--- src/rtl/cpu_pkg.sv ---
// cpu_pkg: opcodes and sequencer state encoding shared by the sequencer, ALU and decoder.
// Optional single-step support (state S_PAUSE) is enabled by CPU_SEQ_SINGLE_STEP_EN.
package cpu_pkg;
    localparam logic [2:0] OP_HLT = 3'd0;
    localparam logic [2:0] OP_SKZ = 3'd1;
    localparam logic [2:0] OP_ADD = 3'd2;
    localparam logic [2:0] OP_AND = 3'd3;
    localparam logic [2:0] OP_XOR = 3'd4;
    localparam logic [2:0] OP_LDA = 3'd5;
    localparam logic [2:0] OP_STO = 3'd6;
    localparam logic [2:0] OP_JMP = 3'd7;
    typedef enum logic [2:0] {
        S_RST  = 3'd0,
        S_FOP  = 3'd1,
        S_FARG = 3'd2,
        S_EXEC = 3'd3,
        S_SKIP = 3'd4,
`ifdef CPU_SEQ_SINGLE_STEP_EN
        S_PAUSE = 3'd6,
`endif
        S_HALT = 3'd5
    } state_t;
    // Opcodes whose execute phase reads the operand address and loads the accumulator.
    function automatic logic is_acc_op(input logic [2:0] op);
        return (op == OP_ADD) || (op == OP_AND) || (op == OP_XOR) || (op == OP_LDA);
    endfunction
endpackage

--- src/rtl/cpu_seq_ctrl_if.sv ---
// cpu_seq_ctrl_if: decode inputs and control strobes between the sequencer and the datapath.
// Carries the step input only when CPU_SEQ_SINGLE_STEP_EN is defined.
interface cpu_seq_ctrl_if;
    logic [2:0] opcode;
    logic       acc_zero;
    logic       mem_ready;
`ifdef CPU_SEQ_SINGLE_STEP_EN
    logic       step;
`endif
    logic       mem_rd;
    logic       mem_wr;
    logic       addr_sel;
    logic       ir_op_ld;
    logic       ir_arg_ld;
    logic       pc_en;
    logic       pc_chg_en;
    logic       acc_ld;
    logic       instr_done;
    logic       halted;
    modport master (
`ifdef CPU_SEQ_SINGLE_STEP_EN
        input  step,
`endif
        input  opcode, acc_zero, mem_ready,
        output mem_rd, mem_wr, addr_sel, ir_op_ld, ir_arg_ld,
        output pc_en, pc_chg_en, acc_ld, instr_done, halted
    );
    modport slave (
`ifdef CPU_SEQ_SINGLE_STEP_EN
        output step,
`endif
        output opcode, acc_zero, mem_ready,
        input  mem_rd, mem_wr, addr_sel, ir_op_ld, ir_arg_ld,
        input  pc_en, pc_chg_en, acc_ld, instr_done, halted
    );
endinterface

--- src/rtl/cpu_seq_ctrl.sv ---
// cpu_seq_ctrl: fetch/execute sequencer of the 8-bit RISC CPU.
// Define CPU_SEQ_SINGLE_STEP_EN to pause before every opcode fetch until step is high.
module cpu_seq_ctrl
    import cpu_pkg::*;
#(
    parameter int RST_HOLD = 2
) (
    input logic            clock,
    input logic            rst,
    cpu_seq_ctrl_if.master bus
);
    localparam logic [3:0] HOLD_LAST = 4'(RST_HOLD - 1);
`ifdef CPU_SEQ_SINGLE_STEP_EN
    localparam state_t S_NEXT = S_PAUSE;
`else
    localparam state_t S_NEXT = S_FOP;
`endif
    state_t     state_q, state_d;
    logic [3:0] cnt_q, cnt_d;
    logic mem_rd, mem_wr, addr_sel, ir_op_ld, ir_arg_ld;
    logic pc_en, pc_chg_en, acc_ld, instr_done, halted;
    logic rdy;
    assign rdy = bus.mem_ready;
    always_ff @(posedge clock or posedge rst) begin
        if (rst) begin
            state_q <= S_RST;
            cnt_q   <= '0;
        end else begin
            state_q <= state_d;
            cnt_q   <= cnt_d;
        end
    end
    always_comb begin
        state_d    = state_q;
        cnt_d      = cnt_q;
        mem_rd     = 1'b0;
        mem_wr     = 1'b0;
        addr_sel   = 1'b0;
        ir_op_ld   = 1'b0;
        ir_arg_ld  = 1'b0;
        pc_en      = 1'b0;
        pc_chg_en  = 1'b0;
        acc_ld     = 1'b0;
        instr_done = 1'b0;
        halted     = 1'b0;
        case (state_q)
            S_RST: begin
                cnt_d   = cnt_q + 4'd1;
                state_d = (cnt_q == HOLD_LAST) ? S_NEXT : S_RST;
            end
            S_FOP: begin
                mem_rd   = 1'b1;
                ir_op_ld = rdy;
                pc_en    = rdy;
                state_d  = rdy ? S_FARG : S_FOP;
            end
            S_FARG: begin
                mem_rd    = 1'b1;
                ir_arg_ld = rdy;
                pc_en     = rdy;
                state_d   = rdy ? S_EXEC : S_FARG;
            end
            S_EXEC: begin
                case (bus.opcode)
                    OP_HLT: begin
                        instr_done = 1'b1;
                        state_d    = S_HALT;
                    end
                    OP_SKZ: begin
                        pc_en      = bus.acc_zero;
                        instr_done = !bus.acc_zero;
                        state_d    = bus.acc_zero ? S_SKIP : S_NEXT;
                    end
                    OP_STO: begin
                        mem_wr     = 1'b1;
                        addr_sel   = 1'b1;
                        instr_done = rdy;
                        state_d    = rdy ? S_NEXT : S_EXEC;
                    end
                    OP_JMP: begin
                        pc_en      = 1'b1;
                        pc_chg_en  = 1'b1;
                        instr_done = 1'b1;
                        state_d    = S_NEXT;
                    end
                    default: begin
                        mem_rd     = is_acc_op(bus.opcode);
                        addr_sel   = 1'b1;
                        acc_ld     = rdy;
                        instr_done = rdy;
                        state_d    = rdy ? S_NEXT : S_EXEC;
                    end
                endcase
            end
            // Second PC increment steps over the 2-byte instruction being skipped.
            S_SKIP: begin
                pc_en      = 1'b1;
                instr_done = 1'b1;
                state_d    = S_NEXT;
            end
            S_HALT: halted = 1'b1;
`ifdef CPU_SEQ_SINGLE_STEP_EN
            S_PAUSE: state_d = bus.step ? S_FOP : S_PAUSE;
`endif
            default: state_d = S_RST;
        endcase
    end
    assign bus.mem_rd     = mem_rd;
    assign bus.mem_wr     = mem_wr;
    assign bus.addr_sel   = addr_sel;
    assign bus.ir_op_ld   = ir_op_ld;
    assign bus.ir_arg_ld  = ir_arg_ld;
    assign bus.pc_en      = pc_en;
    assign bus.pc_chg_en  = pc_chg_en;
    assign bus.acc_ld     = acc_ld;
    assign bus.instr_done = instr_done;
    assign bus.halted     = halted;
endmodule

--- src/flat_wrapper.sv ---
// flat-port wrapper written by rule: the top's interface ports become plain ports
module cpu_seq_ctrl_flat import cpu_pkg::*;
#(
    parameter int RST_HOLD = 2
)
  (clock, rst, bus_opcode, bus_acc_zero, bus_mem_ready, bus_mem_rd, bus_mem_wr, bus_addr_sel, bus_ir_op_ld, bus_ir_arg_ld, bus_pc_en, bus_pc_chg_en, bus_acc_ld, bus_instr_done, bus_halted);
  cpu_seq_ctrl_if bus_i ();
  input logic clock;
  input logic rst;
  input wire logic [$bits(bus_i.opcode)-1:0] bus_opcode;
  input wire logic [$bits(bus_i.acc_zero)-1:0] bus_acc_zero;
  input wire logic [$bits(bus_i.mem_ready)-1:0] bus_mem_ready;
  output wire logic [$bits(bus_i.mem_rd)-1:0] bus_mem_rd;
  output wire logic [$bits(bus_i.mem_wr)-1:0] bus_mem_wr;
  output wire logic [$bits(bus_i.addr_sel)-1:0] bus_addr_sel;
  output wire logic [$bits(bus_i.ir_op_ld)-1:0] bus_ir_op_ld;
  output wire logic [$bits(bus_i.ir_arg_ld)-1:0] bus_ir_arg_ld;
  output wire logic [$bits(bus_i.pc_en)-1:0] bus_pc_en;
  output wire logic [$bits(bus_i.pc_chg_en)-1:0] bus_pc_chg_en;
  output wire logic [$bits(bus_i.acc_ld)-1:0] bus_acc_ld;
  output wire logic [$bits(bus_i.instr_done)-1:0] bus_instr_done;
  output wire logic [$bits(bus_i.halted)-1:0] bus_halted;
  assign bus_i.opcode = bus_opcode;
  assign bus_i.acc_zero = bus_acc_zero;
  assign bus_i.mem_ready = bus_mem_ready;
  assign bus_mem_rd = bus_i.mem_rd;
  assign bus_mem_wr = bus_i.mem_wr;
  assign bus_addr_sel = bus_i.addr_sel;
  assign bus_ir_op_ld = bus_i.ir_op_ld;
  assign bus_ir_arg_ld = bus_i.ir_arg_ld;
  assign bus_pc_en = bus_i.pc_en;
  assign bus_pc_chg_en = bus_i.pc_chg_en;
  assign bus_acc_ld = bus_i.acc_ld;
  assign bus_instr_done = bus_i.instr_done;
  assign bus_halted = bus_i.halted;
  cpu_seq_ctrl #(.RST_HOLD(RST_HOLD)) u_core (.clock(clock), .rst(rst), .bus(bus_i));
endmodule
--- config.mk ---
export PLATFORM = sky130hd
export DESIGN_NAME = cpu_seq_ctrl_flat
export DESIGN_NICKNAME = d
export VERILOG_FILES = /design/src/rtl/cpu_pkg.sv /design/src/rtl/cpu_seq_ctrl_if.sv /design/src/rtl/cpu_seq_ctrl.sv /design/src/flat_wrapper.sv
export SDC_FILE = /design/constraint.sdc
export NUM_CORES = 1
export LEC_CHECK = 0
export ABC_AREA = 1
export BUFFER_PORTS_ARGS = -buffer_cell sky130_fd_sc_hd__buf_2
export CAP_MARGIN = 20
export CELL_PAD_IN_SITES_DETAIL_PLACEMENT = 1
export CELL_PAD_IN_SITES_GLOBAL_PLACEMENT = 1
export CORE_UTILIZATION = 31
export CTS_CLUSTER_DIAMETER = 60
export DETAILED_ROUTE_END_ITERATION = 7
export PLACE_DENSITY = 0.75
export SETUP_SLACK_MARGIN = 0.5
export SYNTH_ARGS = -nofsm -noshare
export SYNTH_HDL_FRONTEND = slang
export SYNTH_SLANG_ARGS = --single-unit
--- constraint.sdc ---
create_clock -name clock -period 1.6 [get_ports clock]
set_clock_uncertainty 0.15 [all_clocks]
set_input_delay 0.16 -clock clock [delete_from_list [all_inputs] [get_ports clock]]
set_output_delay 0.16 -clock clock [all_outputs]
set_load 0.01 [all_outputs]
==> reports/metrics.csv <==
metric,value,unit
status,"finished, violations left",
failing checks,setup timing,
I/O pin total,17,
final core utilization,61.1,%
latest clock arrival within the worst-skew pair,250,ps
synth unique cells,13,
Lkg Pwr,0.462,nW
die width,41.8,µm
Final #Nets,117,
Synth Warn #,0,
row count,13,
CP endpoint kind,output pin,
DR pass1 iterations,4,
setup TNS,-153,ps
Die Area,1750,µm²
worst slew pin tran,273,ps
dpl hpwl,1020,µm
#FFs+latches synth,7,
critical path required time,1290,ps
Crit Path Category,reg2out,
antenna violations before repair,0,
TritonCTS Buffers,3,
HP Class,in2reg,
most frequent cells in the layout,"15 x nand2_1, 14 x buf_2, 8 x inv_1, 8 x buf_4, 7 x nor2_1",
P&R area growth vs syn,72.2,%
htree depth,1,
"Avg Cell Area, Syn",6.63,µm²
CP startpoint kind,flop,
TritonCTS clock tree,done,
GRT overflow,0,
Vias per Instance,4.79,
FILL cells,183,
Critical Path AT,1350,ps
Final ANT Viol Nets,0,
RSZ-0062 raised after global routing,yes,
IO buf count,16,
fraction of layout cells with a size suffix above 1,51.4,%
Initial Utilization,35.5,%
CTS max path bufs,2,
# clock sinks,7,
vias in the first global route,513,
FF/Latch Area,179,µm²
Sw Ratio,43.6,%
Synth Instances,74,
DRC,0,
R2R setup slack,200,ps
Post-Syn Area,490,µm²
internal power,816,µW
Fmax,602,MHz
clock slew at reported path FFs,50,ps
routed wire length,1790,µm
combinational fraction of design power,62.5,%
Final Hold Viols,0,
GR Util All Layers,17.8,%
crit-path max FO,5,
Antenna Cells,0,
largest net degree at the start of global routing,8,
Slew headroom,81.7,%
Finish-stage setup viols,5,
"Design Area, Final",845,µm²
Switch Pwr,631,µW
final worst path period need,1660,ps
"Slew Viols, Final",0,
setup ws final,-60.3,ps
syn_nets,83,
placed cell areas,599,µm²
Core Footprint,1380,µm²
Clk pwr share,11.2,%
Tcrit/Tclk final,104,%
Die Span Y,41.8,µm
1st-iter DRT viols,3,
Root Driver,clkbuf_4,
total power draw,1.45,mW
first-pass GRT wire length,2400,µm
Max-Cap Viols,0,
GPL Wtd Cong,0.727,
worst vdd ir,0.962,mV
Multi-input gate area,359,µm²
"commonest non-fill, non-tap cell in the layout",nand2_1,
Pwr per Cell Area,1710,nW/µm²
"Seq/Total Area, Yosys",35.7,%
sequential share of power,26.3,%
Routed WL per cell,14.6,µm
via count,584,
pre-CTS setup slack,123,ps
==> area by class of cell <==
| class | instances | area share (%) |
|---|---|---|
| Timing Repair Buffer | 29 | 24.6 |
| Clock buffer | 4 | 3.11 |
| Multi-Input combinational cell | 54 | 42.5 |
| Inverter | 13 | 6.37 |
| Sequential cell | 7 | 21.2 |
| Tap cell | 15 | 2.22 |
==> cell families (layout without fill, tap and decap cells) <==
family                   after synthesis  count (layout)  share of synthesized area (%)
AO/OA/AOI/OAI                          4               4                           4.08
XOR/XNOR                               3               3                           5.36
adder cells (fa/ha/maj)                2               2                           5.10
buffers and inverters                 13              46                           9.95
flip-flops                             7               7                           35.7
AND/OR/NAND/NOR                       45              45                           39.8
==> cell usage after synthesis (all sizes together) <==
cell    instances  area (µm²)
nand4           1        6.26
nor2           14        55.1
xnor2           3        26.3
nor3            2        10.0
nand3b          1        7.51
nand2          17        66.3
ha              2        25.0
dfrtp           7         175
inv            13        48.8
o21ai           4        20.0
nand3          10        50.1
==> metrics by stage <==
| step | hold slack (ps) | instances |
|---|---|---|
| 2_1_floorplan | -187 | 74 |
| 6_report | 216 | 122 |
| 4_1_cts | 176 | 116 |
| 3_3_place_gp | -51.9 | 105 |
| 5_1_grt | 252 | 122 |
| 3_5_place_dp | -41.6 | 105 |
==> critical path, cell delays in order (launching register included) <==
cell and delay [ps]:
dfrtp_2 440, buf_6 130, nand3_4 110, inv_4 110, nand3_4 70, nor2_2 90, buf_2 130
==> power groups by stage <==
stage | logic, mW | registers (mW) | clock network [mW]
4_1_cts | 0.647 | 0.363 | 0.167
3_3_place_gp | 0.497 | 0.341 | 0
3_5_place_dp | 0.510 | 0.345 | 0
6_report | 0.904 | 0.380 | 0.162
5_1_grt | 0.996 | 0.393 | 0.179
2_1_floorplan | 0.371 | 0.325 | 0
==> final timing paths <==
path / startpoint / end / cells after the start
max: u_core.state_q[0] / bus_acc_ld / 6
min: bus_mem_ready / u_core.state_q[1] / 4
max reg2reg: u_core.state_q[1] / u_core.state_q[0] / 7
min reg2reg: u_core.cnt_q[2] / u_core.cnt_q[2] / 1
max in group asynchronous: rst / u_core.state_q[0] / 3
min in group asynchronous: rst / u_core.cnt_q[3] / 3
==> routing by layer <==
metal / vias to the layer above / routed length [µm] / global-route usage, %
met4: 0 / 21 / 1.94
li1: 300 / - / -
met1: 266 / 782 / 25.7
met3: 2 / 63 / 6.52
met2: 16 / 919 / 25.9
met5: - / 0 / 0
==> registers in the layout, summed over array words and instances, names as in the netlist <==
| register | count |
|---|---|
| u_core.state_q | 3 |
| u_core.cnt_q | 4 |
==> what timing repair did <==
item | in CTS | in global routing
pin swaps | 3 | 9
endpoints found under the setup margin | 17 | 17
resized for setup | 17 | 19
hold buffers | 1 | 0
buffers inserted | 6 | 6
endpoints found under the hold margin | 7 | 0
Power figures use the tool's default switching activity.
